<file path="config.mk">
export PLATFORM = sky130hd
export DESIGN_NAME = interrupt_controller_flat
export DESIGN_NICKNAME = d
export VERILOG_FILES = /design/src/rtl/interrupt_controller_if.sv /design/src/rtl/interrupt_controller.sv /design/src/flat_wrapper.sv
export SDC_FILE = /design/constraint.sdc
export NUM_CORES = 1
export LEC_CHECK = 0
export ABC_AREA = 1
export BUFFER_PORTS_ARGS = -buffer_cell sky130_fd_sc_hd__buf_2
export CORE_AREA = 4 4 107 99
export DETAILED_ROUTE_END_ITERATION = 8
export DIE_AREA = 0 0 111 103
export HOLD_SLACK_MARGIN = 0.12
export PLACE_DENSITY = 0.56
export SYNTH_ARGS = -nofsm -noshare
export SYNTH_HDL_FRONTEND = slang
export SYNTH_SLANG_ARGS = --single-unit
</file>
<file path="constraint.sdc">
create_clock -name clk -period 2.2 [get_ports clk]
set_input_delay 0.33 -clock clk [delete_from_list [all_inputs] [get_ports clk]]
set_output_delay 0.33 -clock clk [all_outputs]
set_load 0.05 [all_outputs]
</file>
<file path="src/rtl/interrupt_controller_if.sv">
// CPU-side register window of the interrupt controller: 2-bit select, write strobe,
// write data and combinational read data.
interface interrupt_controller_if;
  logic [1:0]  Addr;
  logic        WE;
  logic [31:0] DataIn;
  logic [31:0] DataOut;

  modport master (output Addr, output WE, output DataIn, input DataOut);
  modport slave  (input Addr, input WE, input DataIn, output DataOut);
endinterface

</file>
<file path="src/rtl/interrupt_controller.sv">
// Six-source interrupt controller: synchronises device lines, latches edge/level requests,
// and presents the single highest-priority eligible source to CP0 HWInterruptRequest[7:2].
module interrupt_controller #(
  parameter int unsigned SRC_COUNT = 6
) (
  input  logic                   clk,
  input  logic                   reset,
  input  logic [SRC_COUNT-1:0]   DevIrq,
  interrupt_controller_if.slave  bus,
  output logic [SRC_COUNT+1:2]   HWInterruptRequest
);

  logic [SRC_COUNT-1:0] s1Q, s2Q, prevQ;
  logic [SRC_COUNT-1:0] enQ, enD, modeQ, modeD;
  logic                 genQ, genD;
  logic [SRC_COUNT-1:0] pendQ, pendD, isrQ, isrD, hwQ, hwD;

  logic                 ctrlWr, pendWr, vecWr, eoiWr;
  logic [2:0]           id;
  logic [SRC_COUNT-1:0] newEdge, modeChg, ackHit, eoiHit, w1c, edgePend, elig;
  logic                 anyElig, blocked;
  logic [2:0]           vecIdx;
  logic [31:0]          vecRd;
  logic                 unusedDataIn;

  assign unusedDataIn = ^{bus.DataIn[31:17], bus.DataIn[15:14], bus.DataIn[7:6]};

  always_comb begin
    ctrlWr  = bus.WE && (bus.Addr == 2'd0);
    pendWr  = bus.WE && (bus.Addr == 2'd1);
    vecWr   = bus.WE && (bus.Addr == 2'd2);
    eoiWr   = bus.WE && (bus.Addr == 2'd3);
    id      = bus.DataIn[2:0];
    newEdge = s2Q & ~prevQ;
    modeChg = ctrlWr ? (bus.DataIn[8 +: SRC_COUNT] ^ modeQ) : '0;
    w1c     = pendWr ? bus.DataIn[SRC_COUNT-1:0] : '0;
    ackHit  = '0;
    eoiHit  = '0;
    for (int i = 0; i < SRC_COUNT; i++) begin
      ackHit[i] = vecWr && (id == 3'(i)) && pendQ[i];
      eoiHit[i] = eoiWr && (id == 3'(i));
    end

    // A new edge outranks W1C and acknowledge; an acknowledge outranks EOI.
    edgePend = (pendQ & ~(w1c | ackHit)) | newEdge;
    pendD    = ((modeQ & edgePend) | (~modeQ & s2Q)) & ~modeChg;
    isrD     = ((isrQ & ~eoiHit) | ackHit) & ~modeChg;

    enD   = ctrlWr ? bus.DataIn[SRC_COUNT-1:0] : enQ;
    modeD = ctrlWr ? bus.DataIn[8 +: SRC_COUNT] : modeQ;
    genD  = ctrlWr ? bus.DataIn[16] : genQ;
  end

  // Any in-service bit at or above a source's priority blocks it.
  always_comb begin
    blocked = 1'b0;
    elig    = '0;
    hwD     = '0;
    vecIdx  = 3'd0;
    anyElig = 1'b0;
    for (int i = 0; i < SRC_COUNT; i++) begin
      blocked = blocked | isrQ[i];
      elig[i] = pendQ[i] & enQ[i] & genQ & ~blocked;
      if (elig[i] && !anyElig) begin
        hwD[i]  = 1'b1;
        vecIdx  = 3'(i);
        anyElig = 1'b1;
      end
    end
  end

  always_comb begin
    vecRd                   = '0;
    vecRd[31]               = anyElig;
    vecRd[8 +: SRC_COUNT]   = isrQ;
    vecRd[2:0]              = vecIdx;
    bus.DataOut             = '0;
    unique case (bus.Addr)
      2'd0: begin
        bus.DataOut[SRC_COUNT-1:0]  = enQ;
        bus.DataOut[8 +: SRC_COUNT] = modeQ;
        bus.DataOut[16]             = genQ;
      end
      2'd1:    bus.DataOut[SRC_COUNT-1:0] = pendQ;
      2'd2:    bus.DataOut = vecRd;
      default: bus.DataOut = '0;
    endcase
  end

  always_ff @(posedge clk or negedge reset) begin
    if (!reset) begin
      s1Q   <= '0;
      s2Q   <= '0;
      prevQ <= '0;
      enQ   <= '0;
      modeQ <= '0;
      genQ  <= 1'b0;
      pendQ <= '0;
      isrQ  <= '0;
      hwQ   <= '0;
    end else begin
      s1Q   <= DevIrq;
      s2Q   <= s1Q;
      prevQ <= s2Q;
      enQ   <= enD;
      modeQ <= modeD;
      genQ  <= genD;
      pendQ <= pendD;
      isrQ  <= isrD;
      hwQ   <= hwD;
    end
  end

  assign HWInterruptRequest = hwQ;

endmodule

</file>
<file path="src/flat_wrapper.sv">
// flat-port wrapper written by rule: the top's interface ports become plain ports
module interrupt_controller_flat 
#(
  parameter int unsigned SRC_COUNT = 6
)
  (clk, reset, DevIrq, HWInterruptRequest, bus_Addr, bus_WE, bus_DataIn, bus_DataOut);
  interrupt_controller_if bus_i ();
  input  logic clk;
  input  logic reset;
  input  logic [SRC_COUNT-1:0] DevIrq;
  output logic [SRC_COUNT+1:2] HWInterruptRequest;
  input wire logic [$bits(bus_i.Addr)-1:0] bus_Addr;
  input wire logic [$bits(bus_i.WE)-1:0] bus_WE;
  input wire logic [$bits(bus_i.DataIn)-1:0] bus_DataIn;
  output wire logic [$bits(bus_i.DataOut)-1:0] bus_DataOut;
  assign bus_i.Addr = bus_Addr;
  assign bus_i.WE = bus_WE;
  assign bus_i.DataIn = bus_DataIn;
  assign bus_DataOut = bus_i.DataOut;
  interrupt_controller #(.SRC_COUNT(SRC_COUNT)) u_core (.clk(clk), .reset(reset), .DevIrq(DevIrq), .bus(bus_i), .HWInterruptRequest(HWInterruptRequest));
endmodule
</file>
==> results.yml, run 1 <==
floorplanning:
  ios: 81
  num_rows: 34
  start_util_pct: 24.60
  dieArea_um2: 11430
  die_width_um: 111
  core_region_area_um2: 9487
  die_h_um: 103
route:
  vias: 1928
  wl_per_cell_um: 12.00
  drt-vias-per-instance: 4.164
  routed_wl_um: 5555
  drt_iter0_drc: 110
  first_pass_iters: 4
  postRouteAntennaNets: 0
  drc: 0
synthesis:
  synthXorXnorAreaFrac_pct: 0
  synth_most_common_cell: "nand2_1"
  seq_area_frac_synth_pct: 52.55
  synth_area_um2: 2333
  synth_top_area_share_pct: 52.55
  ys_types: 22
  synth_mux_area_share_pct: 0.4826
  synth_area_per_cell_um2: 8.334
  ys_ff_latch: 49
  async_flop_share_pct: 100.0
  synthAdderAreaFrac_pct: 0
  synth-edff-count: 0
  syn_inst: 280
  yosysTopAreaCell: "dfrtp_1"
  synth_simple_gate_area_share_pct: 21.82
  synth_top_family_by_area: "simple AND/OR/NAND/NOR gates"
  synthTopCellsByCount: "nand2_1, dfrtp_1, inv_1"
  synthFlopType: "dfrtp_1"
  synth_compound_area_share_pct: 11.05
  ys_warn_count: 0
  yosys-top-cells-area: "dfrtp_1, nand2_1, inv_1"
grt:
  grt_pass1_vias: 1806
  grt_max_degree: 29
  grt.total_usage_pct: 9.679
  grt_pass1_wl_um: 8873
  grt_antenna_before_repair: 0
  grt-ovfl-total: 0
clock_tree:
  clk_latency_ps: 300
  cts_sinks: 49
  cts_tree: "yes"
  cts.clk_slew.worst_paths_ps: 90
  cts_buffer_depth: 2
  numCtsBuffers: 5
  cts_root_buf: "clkbuf_8"
  cts_htree_levels: 2
layout:
  drive_above_1_share_pct: 19.88
  final_nets: 379
  final_util_pct: 30.47
  area_delta_synth_final_pct: 23.86
  antenna_cells: 0
worst_setup_path:
  worstPathArrival_ps: 1760
  path_max_fanout: 5
  crit_type: "flop to output port"
  required_ps: 1870
  startpoint_type: "flop"
  reg2reg_depth: 6
  endpoint_kind: "output port"
sta:
  relSlewSlack_pct: 62.90
  finalSetupViolCount: 0
  rsz0062_at_grt: "yes"
  fin_skew_ps: 5.108
  maxClockFrequency_ghz: 0.4791
  fin_crit_ps: 2087
  hold-worst-slack_ps: 131.8
  period_share_pct: 94.88
  hold_violations: 0
  maxSlewViolCount: 0
  max_slew.worst_pin.slew_ps: 556.5
worst_hold_path:
  hp-class: "input port to flop"
  min_path_cells: 1
status:
  outcome: "finished clean"
place:
  gp_congestion: 0.8303
  port_buffers: 43
  dp_hpwl_um: 4317
job:
  cap_violations: 0
pwr:
  ir_drop_v: 0.0003042
  p_leak_uw: 0.001483
  p_per_area_nw_per_um2: 825.8
[per-stage QoR]
stage | setup TNS, ps | cells | instance area [um2] | total power (uW) | setup WS [ps]
after floorplan | 0 | 297 | 2397 | 1563 | 80.24
after global placement | 0 | 447 | 2653 | 1697 | 297.1
after detailed placement | 0 | 447 | 2653 | 1707 | 307.5
after CTS | 0 | 459 | 2814 | 2372 | 52.43
after global routing | -4.359 | 463 | 2890 | 2532 | -3.413
final | 0 | 463 | 2890 | 2387 | 112.7
[worst max-delay path, stage by stage, from the launching register on]
cell     delay (ps)
dfrtp_1         440
nor2_4          200
nand3_4         120
nor2_4          100
nand3_1          90
inv_1            80
o21ai_0          70
nand3_1         100
buf_2           270
[cells by family (layout without fill, tap and decap cells)]
logic type / Yosys count / count (layout)
simple gates: 114 / 114
compound gates: 48 / 48
buf+inv: 67 / 107
flops: 49 / 49
mux: 1 / 1
other cells: 1 / 18
[layout by cell type, fill, tap and decap left out, types with 11 or more instances in the layout]
cell,count
nand3_1,15
buf_2,41
nand2_1,59
nand4_1,11
dfrtp_1,48
o21ai_0,16
nor2_1,12
inv_1,42
conb_1,18
a21oi_1,22
[flip-flops by register name (all words and copies together) (netlist names), 6 cells and up]
register,cells
u_core.s2Q,6
u_core.prevQ,6
u_core.enQ,6
u_core.HWInterruptRequest,6
u_core.s1Q,6
u_core.pendQ,6
u_core.modeQ,6
u_core.isrQ,6
[what timing repair did]
item,in CTS,in global routing
gates resized for setup,3,11
hold endpoints to repair,24,2
setup buffers,0,2
endpoints found under the setup margin,3,4
pin swaps,0,1
hold buffers,4,2
[report_power, final]
part	internal, uW	leakage (uW)	switching [uW]
logic	188	0.000828	470
registers	999	0.000600	84.7
clock network	342	0.0000554	303
[final timing paths]
| path | endpoint | from | slack, ps |
|---|---|---|---|
| max | bus_DataOut[1] | u_core.isrQ[0] | 110 |
| min | u_core.s1Q[0] | DevIrq[0] | 130 |
| max reg2reg | u_core.HWInterruptRequest[7] | u_core.isrQ[0] | 980 |
| min reg2reg | u_core.s2Q[0] | u_core.s1Q[0] | 360 |
| max in group asynchronous | u_core.genQ | reset | 1130 |
| min in group asynchronous | u_core.s1Q[1] | reset | 530 |
[layer usage]
layer / track usage [%] / routed length, um / vias up
li1: - / - / 983
met1: 12.82 / 2610 / 882
met2: 15.63 / 2521 / 56
met3: 2.876 / 363 / 7
met4: 2.557 / 59 / 0
met5: 0 / 0 / -
[layout make-up]
| cell class | count | area (um2) |
|---|---|---|
| multi-input cells | 181 | 883.3 |
| fillers | 992 | 6596 |
| repair buffers | 55 | 345.3 |
| clock inverters | 2 | 38.79 |
| inverters | 44 | 165.2 |
| clock buffers | 6 | 72.57 |
| flip-flops and latches | 49 | 1227 |
| well taps | 126 | 157.7 |
Power figures use the tool's default switching activity.
==> run 2: changes to the inputs <==
- ABC_AREA: 1 -> unset
==> results.yml, run 2 <==
status:
  outcome: "finished, violations left"
  violations: "negative setup slack"
pwr:
  p_sw_uw: 812.0
  power_frac_seq_pct: 48.1
  p_leak_uw: 0.001398
  design_power_total_uw: 2254
  sw_frac_of_total_pct: 36.03
  comb_power_share_pct: 29.8
  p_clk_share_pct: 22.0
  ir_drop_v: 0.0002175
  power.internal_uw: 1442
  p_per_area_nw_per_um2: 778.4
grt:
  grt-ovfl-total: 0
  grt_max_degree: 50
  grt_pass1_vias: 1832
  grt_antenna_before_repair: 0
  grt.total_usage_pct: 10.75
  grt_pass1_wl_um: 9791
worst_setup_path:
  slowest_stage: "or4b_4"
  required_ps: 1870
  critPathTopFamily: "simple AND/OR/NAND/NOR gates"
  startpoint_type: "flop"
  endpoint_kind: "output port"
  crit_type: "flop to output port"
  critPathMaxStageDelay_ps: 540
  crit_chain: "or4b_4 > or3_4 > or2_4 > o31ai_4 > buf_6"
  path_max_fanout: 3
  worstPathArrival_ps: 2270
  critPathBufInv: 1
route:
  vias: 1849
  drt_iter0_drc: 91
  postRouteAntennaNets: 0
  drc: 0
  wl_per_cell_um: 13.96
  first_pass_iters: 4
  routed_wl_um: 5973
  drt-vias-per-instance: 4.320
layout:
  area_delta_synth_final_pct: 23.81
  drive_above_1_share_pct: 25.17
  antenna_cells: 0
  final_cell_mix: "nand2_1, dfrtp_1, buf_2"
  fin_cells: 428
  fin_area_um2: 2895
  mostFrequentLayoutCell: "nand2_1"
  final_nets: 346
sta:
  fin_crit_ps: 2597
  finalSetupViolCount: 3
  fin_skew_ps: 7.016
  max_slew.worst_pin.slew_ps: 690.1
  setup_tns_ps: -1077
  hold_violations: 0
  relSlewSlack_pct: 53.89
  worst_slack_ps: -396.7
  rsz0062_at_grt: "yes"
  period_share_pct: 118.0
  maxSlewViolCount: 0
  maxClockFrequency_ghz: 0.3851
floorplanning:
  ios: 81
  start_util_pct: 24.65
  core_region_area_um2: 9487
  num_rows: 34
  dieArea_um2: 11430
  die_h_um: 103
  die_width_um: 111
synthesis:
  synth_area_per_cell_um2: 9.506
  synth_mux_area_share_pct: 3.852
  synth_top_area_share_pct: 52.43
  synthXorXnorAreaFrac_pct: 2.247
  yosysTopAreaCell: "dfrtp_1"
  ys_warn_count: 0
  synthFlopType: "dfrtp_1"
  synth_most_common_cell: "nand2_1"
  ys_ff_latch: 49
  synth_area_um2: 2338
  synth_compound_area_share_pct: 11.08
  seq_area_frac_synth_pct: 52.43
  synth_simple_gate_area_share_pct: 22.20
  yosys-top-cells-area: "dfrtp_1, nand2_1, buf_4"
  async_flop_share_pct: 100.0
  synthTopCellsByCount: "nand2_1, dfrtp_1, nor2_1"
  syn_inst: 246
  synthAdderAreaFrac_pct: 0
  synth-edff-count: 0
  synth_top_family_by_area: "simple AND/OR/NAND/NOR gates"
  ys_types: 36
clock_tree:
  numCtsBuffers: 5
  cts_buffer_depth: 2
  cts.clk_slew.worst_paths_ps: 90
  clk_latency_ps: 300
  cts_tree: "yes"
  cts_root_buf: "clkbuf_8"
  cts_sinks: 49
  cts_htree_levels: 2
place:
  dp_hpwl_um: 4530
  place_area_um2: 2743
  gp_congestion: 0.8016
  post-place-ws_ps: -228.7
  port_buffers: 43
  placed_cells_incl_taps: 419
job:
  cap_violations: 0
worst_hold_path:
  hp-class: "input port to async pin"
[run 2: cell types whose count changed in the layout (fill, tap and decap cells not counted), sizes merged, moves of 6 or more]
cell,before,now
nand4,11,1
a31oi,0,7
nand3,16,3
inv,43,4
a21oi,22,4
nor2,18,27
mux2i,0,9
o22ai,8,0
xnor2,0,6
o21ai,16,5
buf,49,59
[run 2: final timing paths]
kind / from / to / slack (ps) / depth (start not counted)
min in group clk: DevIrq[2] / u_core.s1Q[2] / 130 / 1
worst max-delay path: u_core.isrQ[2] / bus_DataOut[2] / -400 / 5
worst min-delay path: reset / u_core.s1Q[4] / 130 / 2
worst max register to register: u_core.isrQ[2] / u_core.HWInterruptRequest[7] / 310 / 4
max in group asynchronous: reset / u_core.HWInterruptRequest[6] / 1660 / 2
worst min register to register: u_core.s1Q[2] / u_core.s2Q[2] / 350 / 0
[run 2: kinds of logic (layout without fill, tap and decap cells)]
logic type / count (synthesis) / count (layout)
and+or+nand+nor: 113 / 113
DFF: 49 / 49
AOI/OAI and AO/OA: 36 / 36
buffers and inverters: 32 / 71
muxes: 9 / 9
xor gates and xnor gates: 6 / 6
other: 1 / 18
[run 2: layer usage]
metal	wire length (um)	GRT usage, %	up-vias
met4	40	2.652	0
met5	0	0	-
li1	-	-	910
met3	366	3.228	4
met2	2744	17.58	58
met1	2821	14.10	877
[run 2: final cells by class]
| cell class | instances | area, um2 |
|---|---|---|
| multi-input cells | 182 | 1042 |
| fillers | 995 | 6591 |
| repair buffers | 61 | 380.4 |
| well taps | 126 | 157.7 |
| clock inverters | 1 | 5.005 |
| inverters | 4 | 15.01 |
| clock buffers | 5 | 68.82 |
| flip-flops and latches | 49 | 1226 |
[run 2: stage by stage]
step	hold slack, ps	utilization, %
6_report	127.9	30.52
5_1_grt	121.2	30.52
4_1_cts	121.9	30.07
3_5_place_dp	334.7	28.91
3_3_place_gp	331.6	28.91
2_1_floorplan	34.41	-
[run 2: what timing repair did]
item / 4_1_cts / 5_1_grt
endpoints found under the hold margin: 0 / 2
hold buffers: 0 / 2
buffers inserted: 1 / 0
resized for setup: 8 / 5
pin swaps: 3 / 2
setup endpoints to repair: 4 / 4
[run 2: power groups by stage]
stage	Combinational (uW)	Sequential, uW	Clock (uW)
floorplan	450	1110	0
global placement	637	1100	0
detailed placement	642	1100	0
CTS	664	1080	514
global route	733	1100	549
finish	672	1090	497
